--- src/rtl/music_pkg.sv ---
// Shared definitions for the music sequencer: player states, the note
// frequency table and the elaboration-time half-period helpers.
package music_pkg;

  typedef enum logic [2:0] {
    ST_IDLE   = 3'd0,
    ST_FETCH  = 3'd1,
    ST_WAIT   = 3'd2,
    ST_PLAY   = 3'd3,
    ST_PAUSED = 3'd4
  } state_e;

  localparam int unsigned N_NOTES = 16;

  // Index 0 is the rest; 1-7 and 8-14 are two diatonic octaves, 15 the top C.
  localparam logic [15:0][10:0] F_HZ = {
    11'd1047, 11'd988, 11'd880, 11'd784, 11'd698, 11'd659, 11'd587, 11'd523,
    11'd494,  11'd440, 11'd392, 11'd349, 11'd330, 11'd294, 11'd262, 11'd0
  };

  function automatic int unsigned half_period(input int unsigned clk_hz,
                                              input logic [3:0]  note);
    int unsigned f;
    f = 32'(F_HZ[note]);
    if (f == 32'd0) begin
      return 32'd0;
    end else begin
      return clk_hz / (32'd2 * f);
    end
  endfunction

  function automatic logic [N_NOTES*32-1:0] half_table(input int unsigned clk_hz);
    logic [N_NOTES*32-1:0] t;
    t = {(N_NOTES*32){1'b0}};
    for (int i = 0; i < 16; i++) begin
      t[i*32 +: 32] = half_period(clk_hz, 4'(i));
    end
    return t;
  endfunction

endpackage

--- src/rtl/music_seq_player_tone_gen.sv ---
// One voice: holds the current note, divides the clock down to a square
// wave and flags the upper octave.
module tone_gen
  import music_pkg::*;
#(
  parameter int unsigned CLK_HZ = 50_000_000,
  parameter int unsigned NOTE_W = 4
) (
  input  logic              clk_i,
  input  logic              rst_ni,
  input  logic [NOTE_W-1:0] note_i,
  input  logic              load_i,
  input  logic              clr_i,
  input  logic              run_i,
  input  logic              hold_i,
  output logic              speak_o,
  output logic              high_o
);

  localparam logic [N_NOTES*32-1:0] HALF_TAB = half_table(CLK_HZ);
  // Note 1 is the lowest pitch, so its half period is the largest count.
  localparam int unsigned HALF_W = $clog2(half_period(CLK_HZ, 4'd1) + 32'd1);
  localparam logic [NOTE_W-1:0] NOTE_REST = {NOTE_W{1'b0}};

  logic [NOTE_W-1:0] note_q, note_d;
  logic [HALF_W-1:0] cnt_q, cnt_d;
  logic              phase_q, phase_d;
  logic              speak_q, speak_d;
  logic              high_q, high_d;
  logic [3:0]        note_idx_s;
  logic [31:0]       half_s;
  logic              wrap_s;

  assign note_idx_s = 4'(note_q);
  assign half_s     = HALF_TAB[{note_idx_s, 5'd0} +: 32];
  assign wrap_s     = (32'(cnt_q) == (half_s - 32'd1));

  // Pause keeps counter and phase so the wave resumes where it left off.
  always_comb begin
    note_d  = note_q;
    high_d  = high_q;
    cnt_d   = cnt_q;
    phase_d = phase_q;
    speak_d = 1'b0;
    if (clr_i) begin
      note_d  = NOTE_REST;
      high_d  = 1'b0;
      cnt_d   = {HALF_W{1'b0}};
      phase_d = 1'b0;
    end else if (load_i && (note_i != note_q)) begin
      note_d = note_i;
      high_d = (note_i >= NOTE_W'(8));
      cnt_d  = {HALF_W{1'b0}};
      if (note_i == NOTE_REST) begin
        phase_d = 1'b0;
        speak_d = 1'b0;
      end else begin
        phase_d = phase_q;
        speak_d = phase_q;
      end
    end else if (hold_i) begin
      speak_d = 1'b0;
    end else if (run_i && (note_q != NOTE_REST)) begin
      if (wrap_s) begin
        cnt_d   = {HALF_W{1'b0}};
        phase_d = ~phase_q;
        speak_d = ~phase_q;
      end else begin
        cnt_d   = cnt_q + HALF_W'(1);
        speak_d = phase_q;
      end
    end else begin
      cnt_d   = {HALF_W{1'b0}};
      phase_d = 1'b0;
      speak_d = 1'b0;
    end
  end

  always_ff @(posedge clk_i or negedge rst_ni) begin
    if (!rst_ni) begin
      note_q  <= NOTE_REST;
      high_q  <= 1'b0;
      cnt_q   <= {HALF_W{1'b0}};
      phase_q <= 1'b0;
      speak_q <= 1'b0;
    end else begin
      note_q  <= note_d;
      high_q  <= high_d;
      cnt_q   <= cnt_d;
      phase_q <= phase_d;
      speak_q <= speak_d;
    end
  end

  assign speak_o = speak_q;
  assign high_o  = high_q;

endmodule

--- src/rtl/music_seq_player.sv ---
// Song sequencer: steps through an external synchronous ROM at the beat
// rate and drives N_CH square-wave voices from the fetched notes.
module music_seq_player
  import music_pkg::*;
#(
  parameter int unsigned CLK_HZ   = 50_000_000,
  parameter int unsigned BEAT_HZ  = 4,
  parameter int unsigned N_CH     = 2,
  parameter int unsigned NOTE_W   = 4,
  parameter int unsigned ADDR_W   = 8,
  parameter int unsigned SONG_LEN = 139
) (
  input  logic                     sys_clk,
  input  logic                     sys_rst_n,
  input  logic                     play,
  input  logic                     pause,
  input  logic                     stop,
  input  logic                     loop_en,
  output logic [ADDR_W-1:0]        rom_addr,
  input  logic [N_CH*NOTE_W-1:0]   rom_data,
  output logic [N_CH-1:0]          speak,
  output logic [N_CH-1:0]          high,
  output logic [NOTE_W-1:0]        led,
  output logic                     busy,
  output logic                     done
);

  localparam int unsigned        BEAT_DIV  = CLK_HZ / BEAT_HZ;
  localparam int unsigned        BEAT_W    = (BEAT_DIV > 1) ? $clog2(BEAT_DIV) : 1;
  localparam logic [BEAT_W-1:0]  BEAT_LAST = BEAT_W'(BEAT_DIV - 32'd1);
  localparam logic [ADDR_W-1:0]  LAST_STEP = ADDR_W'(SONG_LEN - 32'd1);

  state_e              state_q, state_d;
  logic [ADDR_W-1:0]   step_q, step_d;
  logic [ADDR_W-1:0]   rom_addr_q, rom_addr_d;
  logic [BEAT_W-1:0]   beat_q, beat_d;
  logic [NOTE_W-1:0]   led_q, led_d;
  logic                busy_q, busy_d;
  logic                done_q, done_d;
  logic                run_s, tick_s, new_step_s, load_s;
  logic                clr_s, run_nx_s, hold_s;

  // Step sequencing, beat counting and ROM addressing.
  always_comb begin
    state_d    = state_q;
    step_d     = step_q;
    beat_d     = beat_q;
    rom_addr_d = rom_addr_q;
    led_d      = led_q;
    done_d     = 1'b0;
    new_step_s = 1'b0;
    run_s  = (state_q == ST_FETCH) || (state_q == ST_WAIT) || (state_q == ST_PLAY);
    tick_s = run_s && (beat_q == BEAT_LAST);

    if (stop) begin
      state_d = ST_IDLE;
    end else if (tick_s) begin
      if (step_q != LAST_STEP) begin
        step_d     = step_q + ADDR_W'(1);
        state_d    = ST_FETCH;
        new_step_s = 1'b1;
      end else if (loop_en) begin
        step_d     = {ADDR_W{1'b0}};
        state_d    = ST_FETCH;
        new_step_s = 1'b1;
      end else begin
        state_d = ST_IDLE;
        done_d  = 1'b1;
      end
    end else begin
      case (state_q)
        ST_IDLE: begin
          if (play) begin
            state_d    = ST_FETCH;
            step_d     = {ADDR_W{1'b0}};
            new_step_s = 1'b1;
          end else begin
            state_d = ST_IDLE;
          end
        end
        ST_FETCH: state_d = ST_WAIT;
        ST_WAIT:  state_d = ST_PLAY;
        ST_PLAY: begin
          if (pause) begin
            state_d = ST_PAUSED;
          end else begin
            state_d = ST_PLAY;
          end
        end
        ST_PAUSED: begin
          if (play && !pause) begin
            state_d = ST_PLAY;
          end else begin
            state_d = ST_PAUSED;
          end
        end
        default: state_d = ST_IDLE;
      endcase
    end

    load_s = (state_q == ST_WAIT) && (state_d != ST_IDLE);

    if (state_d == ST_IDLE) begin
      step_d     = {ADDR_W{1'b0}};
      beat_d     = {BEAT_W{1'b0}};
      rom_addr_d = {ADDR_W{1'b0}};
      led_d      = {NOTE_W{1'b0}};
    end else begin
      if (new_step_s) begin
        beat_d     = {BEAT_W{1'b0}};
        rom_addr_d = step_d;
      end else if (state_d == ST_PAUSED) begin
        beat_d = beat_q;
      end else begin
        beat_d = beat_q + BEAT_W'(1);
      end
      if (load_s) begin
        led_d = rom_data[NOTE_W-1:0];
      end else begin
        led_d = led_q;
      end
    end
  end

  // Voices follow the next state so their outputs line up with busy/led.
  assign busy_d   = (state_d != ST_IDLE);
  assign clr_s    = (state_d == ST_IDLE);
  assign hold_s   = (state_d == ST_PAUSED);
  assign run_nx_s = (state_d == ST_FETCH) || (state_d == ST_WAIT) || (state_d == ST_PLAY);

  always_ff @(posedge sys_clk or negedge sys_rst_n) begin
    if (!sys_rst_n) begin
      state_q    <= ST_IDLE;
      step_q     <= {ADDR_W{1'b0}};
      rom_addr_q <= {ADDR_W{1'b0}};
      beat_q     <= {BEAT_W{1'b0}};
      led_q      <= {NOTE_W{1'b0}};
      busy_q     <= 1'b0;
      done_q     <= 1'b0;
    end else begin
      state_q    <= state_d;
      step_q     <= step_d;
      rom_addr_q <= rom_addr_d;
      beat_q     <= beat_d;
      led_q      <= led_d;
      busy_q     <= busy_d;
      done_q     <= done_d;
    end
  end

  for (genvar k = 0; k < N_CH; k++) begin : g_voice
    tone_gen #(
      .CLK_HZ (CLK_HZ),
      .NOTE_W (NOTE_W)
    ) u_tone (
      .clk_i   (sys_clk),
      .rst_ni  (sys_rst_n),
      .note_i  (rom_data[k*NOTE_W +: NOTE_W]),
      .load_i  (load_s),
      .clr_i   (clr_s),
      .run_i   (run_nx_s),
      .hold_i  (hold_s),
      .speak_o (speak[k]),
      .high_o  (high[k])
    );
  end

  assign rom_addr = rom_addr_q;
  assign led      = led_q;
  assign busy     = busy_q;
  assign done     = done_q;

endmodule
--- config.mk ---
export PLATFORM = sky130hd
export DESIGN_NAME = music_seq_player
export DESIGN_NICKNAME = d
export VERILOG_FILES = /design/src/rtl/music_pkg.sv /design/src/rtl/music_seq_player_tone_gen.sv /design/src/rtl/music_seq_player.sv
export SDC_FILE = /design/constraint.sdc
export NUM_CORES = 1
export LEC_CHECK = 0
export CORE_ASPECT_RATIO = 1.1
export CORE_MARGIN = 1
export CORE_UTILIZATION = 40
export DETAILED_ROUTE_END_ITERATION = 10
export PLACE_DENSITY = 0.55
export SLEW_MARGIN = 40
export SYNTH_ARGS = -nofsm -noshare
export SYNTH_HDL_FRONTEND = slang
export SYNTH_HIERARCHICAL = 1
export SYNTH_SLANG_ARGS = --single-unit
--- constraint.sdc ---
create_clock -name sys_clk -period 4.9 [get_ports sys_clk]
set_input_delay 1.225 -clock sys_clk [delete_from_list [all_inputs] [get_ports sys_clk]]
set_output_delay 1.225 -clock sys_clk [all_outputs]
set_load 0.01 [all_outputs]
== Word-level counts from Yosys, hierarchy flattened ==
Cells that the tools add are included.

* Register bits: 97
* Output and inout port bits: 18

* Add/sub/neg operators: 6
* Magnitude comparators: 2
* Equality and inequality tests: 17
* Shift-type cells: 2
* Multiplexer cells: 68
* Bitwise gates (word level): 2
* Reduce and logical (&&, ||, !) cells: 23

{| class="wikitable"
|+ Operator list
! cell !! count
|-
| $shiftx A512 B10 Y32 const A || 2
|-
| $mux W17 || 10
|-
| $mux W24 || 3
|-
| $mux W8 || 9
|-
| $eq A17 B32 Y1 || 2
|-
| $sub A32 B1 Y32 const B || 2
|-
| $mux W1 || 35
|-
| $add A17 B1 Y17 const B || 2
|-
| $add A24 B1 Y24 const B || 1
|-
| $eq A24 B24 Y1 const B || 1
|-
| $mux W4 || 6
|-
| $pmux W3 S5 || 1
|-
| $eq A3 B2 Y1 const B || 4
|-
| $mux W3 || 4
|-
| $add A8 B1 Y8 const B || 1
|-
| $ge A4 B4 Y1 const B || 2
|-
| $logic_not A4 Y1 || 2
|-
| $ne A4 B4 Y1 || 2
|-
| $ne A8 B8 Y1 const B || 1
|-
| $reduce_bool A2 Y1 || 4
|-
| $reduce_bool A4 Y1 || 2
|-
| $logic_and A1 B1 Y1 || 7
|-
| $eq A3 B1 Y1 const B || 2
|-
| $eq A3 B3 Y1 const B || 2
|-
| other kinds (7) || 13
|}

== Longest topological paths before layout ==
Gate-level depths: netlist of the first run.

* Word-level depth: 14
* Gate-level depth with buffers: 18
* Depth with buffers taken out: 14

== By module ==
Netlist of the first run, hierarchy kept.

{| class="wikitable"
|+ Modules (own cells, without submodules)
! module !! instances !! cells each !! area each (µm²) !! sequential area each (µm²)
|-
| tone_gen || 2 || 307 || 2560.0 || 575.6
|-
| music_seq_player || 1 || 313 || 2750.1 || 1226.2
|}

== Worst setup path before layout of the first run ==
Ideal clock, no wire load.

* Path type: reg2reg
* Start point: reg g_voice[0].u_tone.note_q[0]
* End point: reg g_voice[0].u_tone.cnt_q[14]
* Setup time: 119 ps
* Arrival time: 3860 ps
* Data required time: 4781 ps
* Path slack: 921 ps
* Stages on the path, launching flop included: 19
* Path buffers: 4
* Path through: dfrtp_1 -> clkbuf_1 -> inv_1 -> ha_1 -> or2_2 -> a31oi_1 -> nor2b_1 -> ha_1 -> inv_1 -> or2_1 -> buf_2 -> or4_1 -> a21oi_1 -> o22ai_1 -> nor4b_4 -> buf_4 -> buf_6 -> nor2_1 -> o21a_1

* Word-level cells in the longest chain between the ends: 8
* Elaborated cells on any way between the ends: 13
* Classes of those cells: add/sub (1); eq/ne (3); shift (1); mux (5); reduce/logical (3)

{| class="wikitable"
|+ Ends and longest elaborated chain
! what !! RTL line !! RTL
|-
| start: declaration || music_seq_player_tone_gen.sv:25 || <nowiki>logic [NOTE_W-1:0] note_q, note_d;</nowiki>
|-
| start signal: assignment || music_seq_player_tone_gen.sv:87 || <nowiki>note_q <= note_d;</nowiki>
|-
| $shiftx A512 B10 Y32 || music_seq_player_tone_gen.sv:35 || <nowiki>assign half_s = HALF_TAB[{note_idx_s, 5'd0} +: 32];</nowiki>
|-
| $sub A32 B1 Y32 || music_seq_player_tone_gen.sv:36 || <nowiki>assign wrap_s = (32'(cnt_q) == (half_s - 32'd1));</nowiki>
|-
| $eq A17 B32 Y1 || music_seq_player_tone_gen.sv:36 ||
|-
| $mux W17 || music_seq_player_tone_gen.sv:64 || <nowiki>if (wrap_s) begin</nowiki>
|-
| $mux W17 || music_seq_player_tone_gen.sv:63 || <nowiki>end else if (run_i && (note_q != NOTE_REST)) begin</nowiki>
|-
| $mux W17 || music_seq_player_tone_gen.sv:61 || <nowiki>end else if (hold_i) begin</nowiki>
|-
| $mux W17 || music_seq_player_tone_gen.sv:50 || <nowiki>end else if (load_i && (note_i != note_q)) begin</nowiki>
|-
| $mux W17 || music_seq_player_tone_gen.sv:45 || <nowiki>if (clr_i) begin</nowiki>
|-
| end signal: assignment || music_seq_player_tone_gen.sv:83 || <nowiki>cnt_q <= {HALF_W{1'b0}};</nowiki>
|-
| end signal: assignment || music_seq_player_tone_gen.sv:89 || <nowiki>cnt_q <= cnt_d;</nowiki>
|-
| end: declaration || music_seq_player_tone_gen.sv:26 || <nowiki>logic [HALF_W-1:0] cnt_q, cnt_d;</nowiki>
|}

Several ways; a longest one is shown, not always the timed one. The select of a mux whose other input is x is not followed.
A chain may end at the register's enable or synchronous reset.

== Worst setup path in the final report of the first run ==
* Start point: reg g_voice[1].u_tone.note_q[0]
* End point: reg g_voice[1].u_tone.speak_q

* Word-level cells in the longest chain between the ends: 8
* Elaborated cells on any way between the ends: 12
* Classes of those cells: add/sub (1); eq/ne (2); shift (1); mux (5); reduce/logical (3)

{| class="wikitable"
|+ Ends and longest elaborated chain
! what !! RTL line !! RTL
|-
| start: declaration || music_seq_player_tone_gen.sv:25 ||
|-
| start signal: assignment || music_seq_player_tone_gen.sv:87 ||
|-
| $shiftx A512 B10 Y32 || music_seq_player_tone_gen.sv:35 ||
|-
| $sub A32 B1 Y32 || music_seq_player_tone_gen.sv:36 ||
|-
| $eq A17 B32 Y1 || music_seq_player_tone_gen.sv:36 ||
|-
| $mux W1 || music_seq_player_tone_gen.sv:64 ||
|-
| $mux W1 || music_seq_player_tone_gen.sv:63 ||
|-
| $mux W1 || music_seq_player_tone_gen.sv:61 ||
|-
| $mux W1 * || music_seq_player_tone_gen.sv:50 ||
|-
| $mux W1 * || music_seq_player_tone_gen.sv:45 ||
|-
| named net g_voice[1].u_tone.speak_d || music_seq_player_tone_gen.sv:28 || <nowiki>logic speak_q, speak_d;</nowiki>
|-
| end signal: assignment || music_seq_player_tone_gen.sv:91 || <nowiki>speak_q <= speak_d;</nowiki>
|-
| end: declaration || music_seq_player_tone_gen.sv:28 ||
|}

Mark *: on every way through the listed nets, which the timed path passes. The rest lies on a longest branch.

==> results of run 1 <==
-- final timing paths --
check,from,to,depth (start not counted)
max,g_voice[1].u_tone/note_idx_s[0],g_voice[1].u_tone/speak_o,15
min,beat_q[20],beat_q[20],1
max reg2reg,g_voice[1].u_tone/note_idx_s[0],g_voice[1].u_tone/speak_o,15
min reg2reg,beat_q[20],beat_q[20],1
max in group asynchronous,sys_rst_n,beat_q[9],2
min in group asynchronous,sys_rst_n,g_voice[0].u_tone/cnt_q[7],1
-- power groups by stage --
stage                     registers, mW  clock network (mW)  logic, mW
after CTS                         0.807               0.723      0.391
after global routing              0.809               0.757      0.431
final                             0.807               0.705      0.391
after floorplan                   0.816                   0      0.277
after global placement            0.823                   0      0.391
after detailed placement          0.822                   0      0.389
-- Yosys cell counts (6+ instances only) --
master     number  area (um2)
nand4_1         8       50.05
buf_4           8       60.06
or4_1           6       45.04
ha_1           23       287.8
o22ai_1         7       43.79
xor2_1         25       219.0
nand3b_1        9       67.56
o41ai_1        23       201.4
a211o_1         6       52.55
o21ai_0        36       180.2
and2_1         12       75.07
nand2_1        54       202.7
a21oi_1        47       235.2
nand2b_1       11       68.82
inv_1          35       131.4
clkbuf_1       34       127.6
and3_1         31       193.9
and4_1          6       52.55
nor3_1         53       265.3
buf_2           8       40.04
mux2i_1        24       240.2
nor2b_1        12       75.07
nor2_1         77       289.0
mux4_2         12       270.3
a31oi_1        13       81.33
dfrtp_1        95        2377
a21o_1         25       187.7
or2_2           9       56.30
o2111ai_1       6       52.55
xnor2_1        27       236.5
nand3_1        55       275.3
o21a_1          9       67.56
nor4_1         15       93.84
or3_1          11       68.82
-- stage by stage --
step                instances  hold WS (ns)  cell area, um2
floorplan                 927        0.4796            7870
CTS                      1185        0.5241            8685
detailed placement       1169        0.5136            8391
global placement         1169        0.5138            8382
global route             1185        0.5485            8687
finish                   1185        0.5203            8687
-- cell usage in the layout (no fill, tap or decap), types with 12 or more instances in the layout --
cell and count:
mux2i_1 24, a31oi_1 13, clkdlybuf4s50_1 30, nand3_1 55, a21oi_1 47, nor2_1 76
a21o_1 25, nand2_1 54, dfrtp_1 95, xor2_1 25, mux4_2 12, buf_4 19
inv_1 35, ha_1 23, nor3_1 53, o21ai_0 36, o41ai_1 23, and3_1 31
nor2b_1 12, xnor2_1 27, and2_1 12, nor4_1 14
-- final cells by class --
type	instances	area (um2)
Clock buffer	9	225.2
Clock inverter	7	68.82
Sequential cell	95	2377
Timing Repair Buffer	50	456.7
Fill cell	1882	10480
Inverter	39	146.4
Multi-Input combinational cell	738	5104
Tap cell	247	309.0
-- per-layer routing --
metal	share of wire (%)	track usage, %
met5	0	0
met4	1.0	5.000
met1	49	30.94
met2	48	34.74
met3	2.5	2.548
-- critical path, cell delays in order (launching register included) --
cell	delay, ns
dfrtp_1	0.67
inv_1	0.25
ha_1	0.34
or2_2	0.36
a31oi_1	0.24
nor2b_1	0.18
ha_1	0.19
inv_1	0.04
or2_1	0.32
or4_1	0.51
a21oi_1	0.16
o22ai_1	0.17
nor4b_4	0.29
buf_4	0.34
nor3_1	0.09
a221o_1	0.27
-- flip-flops by register name, summed over array words and instances, names as in the netlist --
register,count
busy,1
g_voice.u_tone/high_o,2
rom_addr,8
g_voice.u_tone/phase_q,2
step_q,8
state_q,3
g_voice.u_tone/note_idx_s,6
done,1
led,4
g_voice.u_tone/speak_o,2
beat_q,24
g_voice.u_tone/cnt_q,34
-- logic make-up (layout without fill, tap and decap cells) --
| group | Yosys count | in the layout | share of synthesized area (%) |
|---|---|---|---|
| compound gates | 212 | 212 | 18.12 |
| xor+xnor | 52 | 52 | 5.787 |
| fa+ha+maj | 23 | 23 | 3.657 |
| buf+inv | 94 | 105 | 5.183 |
| flops | 95 | 95 | 30.21 |
| mux | 38 | 38 | 7.154 |
| simple gates | 413 | 413 | 29.89 |
==> results.tsv, run 1 <==
metric	value	unit
antenna violations before repair	0	
Ports	32	
min Tclk post-route	4.533	ns
die width	135.7	um
Final setup viols	0	
initial drt markers	538	
dominant synthesized flop cell	dfrtp_1	
hold crit path type	reg2reg	
share of layout cells above drive strength 1	8.102	%
reg2reg setup slack	0.37	ns
Gate power share	20.5	%
final hold violation count	0	
largest net degree at the start of global routing	78	
final net count	970	
Max-cap violations	0	
area delta synth->final	10.38	%
post-CTS setup buffer count	0	
syn nets	964	
root buf cell	clkbuf_16	
Clock Latency Late Sink	0.36	ns
clock buffer depth	2	
first drt pass iteration count	5	
Worst VDD drop	161.0	uV
vias in the first global route	6572	
Yosys warning total	6	
RSZ-0062 raised after global routing	no	
num rows	53	
worst slew pin tran	0.7237	ns
Post-synth EDFFs	0	
synthesized area	7870	um2
critical path class	reg2reg	
startpoint types	flip-flop	
power share of the sequential group	42.4	%
Seq cells post-synth	95	
Port Buffer Count	31	
CP Max Fanout	30	
Clock Power Share	37.0	%
n_diodes	0	
Reg clk slew, reported paths	0.08	ns
worst slack, placed	0.4496	ns
Leakage	3.719	nW
setup ws final	0.3668	ns
Post-CTS Hold Buffers	0	
Starting Density	41.07	%
Slew Limit Fails	0	
PnR Total Power	1.903	mW
Setup crit end kind	flip-flop	
final core utilization	45.33	%
DRT antenna net count	0	
DP HPWL	15060	um
Power Density	219.1	nW/um2
Sw Pwr	599.5	uW
Sw Share	31.50	%
drt total wl	21000	um
DR vias/cell	5.986	
clock skew	0.01425	ns
via count	7094	
Tcrit/Tclk final	92.51	%
fmax	0.2206	GHz
residual DRC count	0	
Max-Slew Margin vs Limit	51.57	%
Final TNS setup	0	ns
Num CTS Buffers	9	
global-route wire length before repair	35070	um
grt total ovfl	0	
Post-synth ARST share	100.0	%
die height	149.1	um
Avg Inst Size Synth	8.490	um2
Routed WL per cell	17.72	um
TritonCTS Sinks	95	
Seq/Total Area, Yosys	30.21	%
Resized cells post-CTS	0	
RePlAce Congestion	0.8886	
htree depth	3	
core area	19160	um2
P_int	1.304	mW
Die ar.	20240	um2
CTS tree	done	
Total Routing Usage GR	21.67	%
Mapped Cells	927	
CP Data Required Time	5.14	ns
status	finished clean	
Distinct cells, synth	70	
Arrival @ worst endpoint	4.77	ns
(Power assumes the default switching activity.)
==> run 2: changes to the inputs <==
--- a/config.mk
+++ b/config.mk
@@ -8,8 +8,10 @@
 export CORE_ASPECT_RATIO = 1.1
 export CORE_MARGIN = 1
 export CORE_UTILIZATION = 40
+export CTS_CLUSTER_DIAMETER = 60
 export DETAILED_ROUTE_END_ITERATION = 10
-export PLACE_DENSITY = 0.55
+export DONT_BUFFER_PORTS = 1
+export PLACE_DENSITY = 0.53
 export SLEW_MARGIN = 40
 export SYNTH_ARGS = -nofsm -noshare
 export SYNTH_HDL_FRONTEND = slang
==> run 2 against run 1 <==
Against the previous run: clock skew down 0.0033 ns; first-iteration DRC count down 23%; worst setup slack better by 0.36 ns; fmax up 8.5%; final area down 3.1%; sequential power about the same; final cell count down 2.7%; register-to-register slack better by 0.36 ns; hold slack better by 0.0026 ns; routed wire length up 3.4%; critical path type unchanged; largest cell class unchanged.
==> results.tsv, run 2 (synthesized netlist as in run 1, its figures left out) <==
metric	value	unit	change
Clock Latency Late Sink	0.35	ns	about the same
Port Buffer Count	0		-100%
global-route wire length before repair	36030	um	+2.8%
startpoint types	flip-flop		
Num CTS Buffers	9		unchanged
vias in the first global route	6793		+3.4%
status	finished clean		
initial drt markers	415		-23%
Resized cells post-CTS	0		unchanged
post-CTS setup buffer count	0		unchanged
core area	19160	um2	unchanged
reg2reg end	g_voice[1].u_tone/speak_o		
Final TNS setup	0	ns	unchanged
number of flip-flops in the largest register	34		unchanged
drt total wl	21700	um	+3.4%
Top Registers	g_voice.u_tone/cnt_q (34), beat_q (24)		
reg2reg setup slack	0.72	ns	+0.36 ns
RePlAce Congestion	0.8580		-3.4%
Max-cap violations	0		unchanged
RSZ-0062 raised after global routing	no		
crit-path max cell delay	0.51	ns	-0.16 ns
Slew Limit Fails	0		unchanged
r2r startpoint	g_voice[1].u_tone/note_idx_s[1]		
worst slew pin tran	0.8674	ns	+0.1437 ns
via count	6995		-1.4%
area delta synth->final	6.979	%	
CP Max Fanout	30		unchanged
setup ws final	0.7226	ns	+0.3559 ns
final net count	938		-3.3%
Max-Slew Margin vs Limit	41.42	%	-10 points
Routed WL per cell	18.82	um	+6.2%
clock skew	0.01092	ns	-0.003331 ns
num rows	53		unchanged
hold crit path type	reg2reg		
htree depth	3		unchanged
Worst VDD drop	178.8	uV	+11%
n_diodes	0		unchanged
Critical Path Start	g_voice[1].u_tone/note_idx_s[1]		
Tcrit/Tclk final	85.25	%	-7.3 points
Power Density	237.1	nW/um2	+8.2%
Reg clk slew, reported paths	0.07	ns	about the same
share of layout cells above drive strength 1	8.057	%	-0.045 points
fillcell total	1845		-2.0%
clock buffer depth	2		unchanged
DP HPWL	15560	um	+3.3%
Worst R2R Path Depth	15		unchanged
final hold violation count	0		unchanged
TritonCTS Sinks	95		unchanged
critical path class	reg2reg		
die width	135.7	um	unchanged
Starting Density	41.07	%	unchanged
residual DRC count	0		unchanged
die height	149.1	um	unchanged
fmax	0.2394	GHz	+8.5%
crit path capture	g_voice[1].u_tone/speak_o		
Post-CTS Hold Buffers	0		unchanged
root buf cell	clkbuf_16		
Sw Share	27.45	%	-4.1 points
Arrival @ worst endpoint	4.40	ns	-0.37 ns
Final setup viols	0		unchanged
Leakage	3.628	nW	-2.4%
Largest Register	g_voice.u_tone/cnt_q		
most common cell after layout, fill and taps aside	dfrtp_1		
Setup crit end kind	flip-flop		
Total Routing Usage GR	22.59	%	+0.92 points
antenna violations before repair	0		unchanged
Gate power share	17.9	%	-2.6 points
Die ar.	20240	um2	unchanged
P_int	1.448	mW	+11%
crit path cell chain	inv_1 -> ha_1 -> nor3b_1 -> a31oi_1 -> nor2b_1 -> ha_1 -> inv_1 -> or2_1 -> or4_1 -> a21oi_1 -> o22ai_1 -> nor4b_4 -> buf_4 -> nor3_1 -> a221o_1		
grt total ovfl	0		unchanged
Worst path slowest cell	dfrtp_1		
most frequent cells in the layout	95 x dfrtp_1, 76 x nor2_1, 55 x nand3_1, 54 x nand2_1, 53 x nor3_1		
CTS tree	done		
DRT antenna net count	0		unchanged
largest net degree at the start of global routing	96		+23%
Sw Pwr	547.9	uW	-8.6%
min Tclk post-route	4.177	ns	-0.3559 ns
Clock Power Share	41.7	%	+4.7 points
first drt pass iteration count	5		unchanged
CP Data Required Time	5.13	ns	about the same
Ports	32		unchanged
worst slack, placed	0.7728	ns	+0.3232 ns
power share of the sequential group	40.4	%	-2.0 points
DR vias/cell	6.067		+1.3%
[run 2: layout make-up]
type | instances | area [um2] | area share (%)
repair buffers | 18 | 135.1 | 1.605
clock inverters | 5 | 103.9 | 1.233
inverters | 39 | 146.4 | 1.739
clock buffers | 11 | 242.7 | 2.883
well taps | 247 | 309.0 | 3.671
multi-input cells | 738 | 5105 | 60.63
flip-flops and latches | 95 | 2377 | 28.24
[run 2: worst min path at each step]
stage               startpoint    endpoint  cells past startpoint
floorplan           beat_q[12]  beat_q[12]                      1
global placement    beat_q[12]  beat_q[12]                      1
detailed placement  beat_q[20]  beat_q[20]                      1
CTS                 beat_q[20]  beat_q[20]                      1
global route         sys_rst_n      led[2]                      0
finish              beat_q[20]  beat_q[20]                      1
[run 2: stage by stage]
step / power [mW] / std cells / instance area (um2) / util [%] / hold slack, ns
2_1_floorplan: 1.093 / 927 / 7870 / - / 0.4796
3_3_place_gp: 1.179 / 1137 / 8066 / 42.09 / 0.5137
3_5_place_dp: 1.177 / 1137 / 8073 / 42.12 / 0.5257
4_1_cts: 2.021 / 1153 / 8419 / 43.93 / 0.5323
5_1_grt: 2.091 / 1153 / 8419 / 43.93 / 0.5393
6_report: 1.996 / 1153 / 8419 / 43.93 / 0.5229
[run 2: per-layer routing]
layer  vias to the layer above  part of all wire, %  track usage (%)
li1                       3405                    -                -
met3                        29                  3.2            2.684
met4                         0                  1.9            8.258
met5                         -                    0                0
met1                      3418                   46            29.68
met2                       143                   49            37.88
[run 2: power by group through the flow]
| stage | clock, mW | sequential (mW) | combinational (mW) |
|---|---|---|---|
| finish | 0.832 | 0.807 | 0.358 |
| floorplan | 0 | 0.816 | 0.277 |
| global route | 0.887 | 0.809 | 0.395 |
| CTS | 0.858 | 0.807 | 0.357 |
| detailed placement | 0 | 0.822 | 0.355 |
| global placement | 0 | 0.822 | 0.357 |
[run 2: critical path: cells and delay by family (launching register included)]
kind                       cells  cell delay (ns)
and+or+nand+nor                6             1.56
buffers and inverters          3             0.55
DFF                            1             0.51
adders and majority gates      2             0.61
AOI/OAI and AO/OA              4             0.81
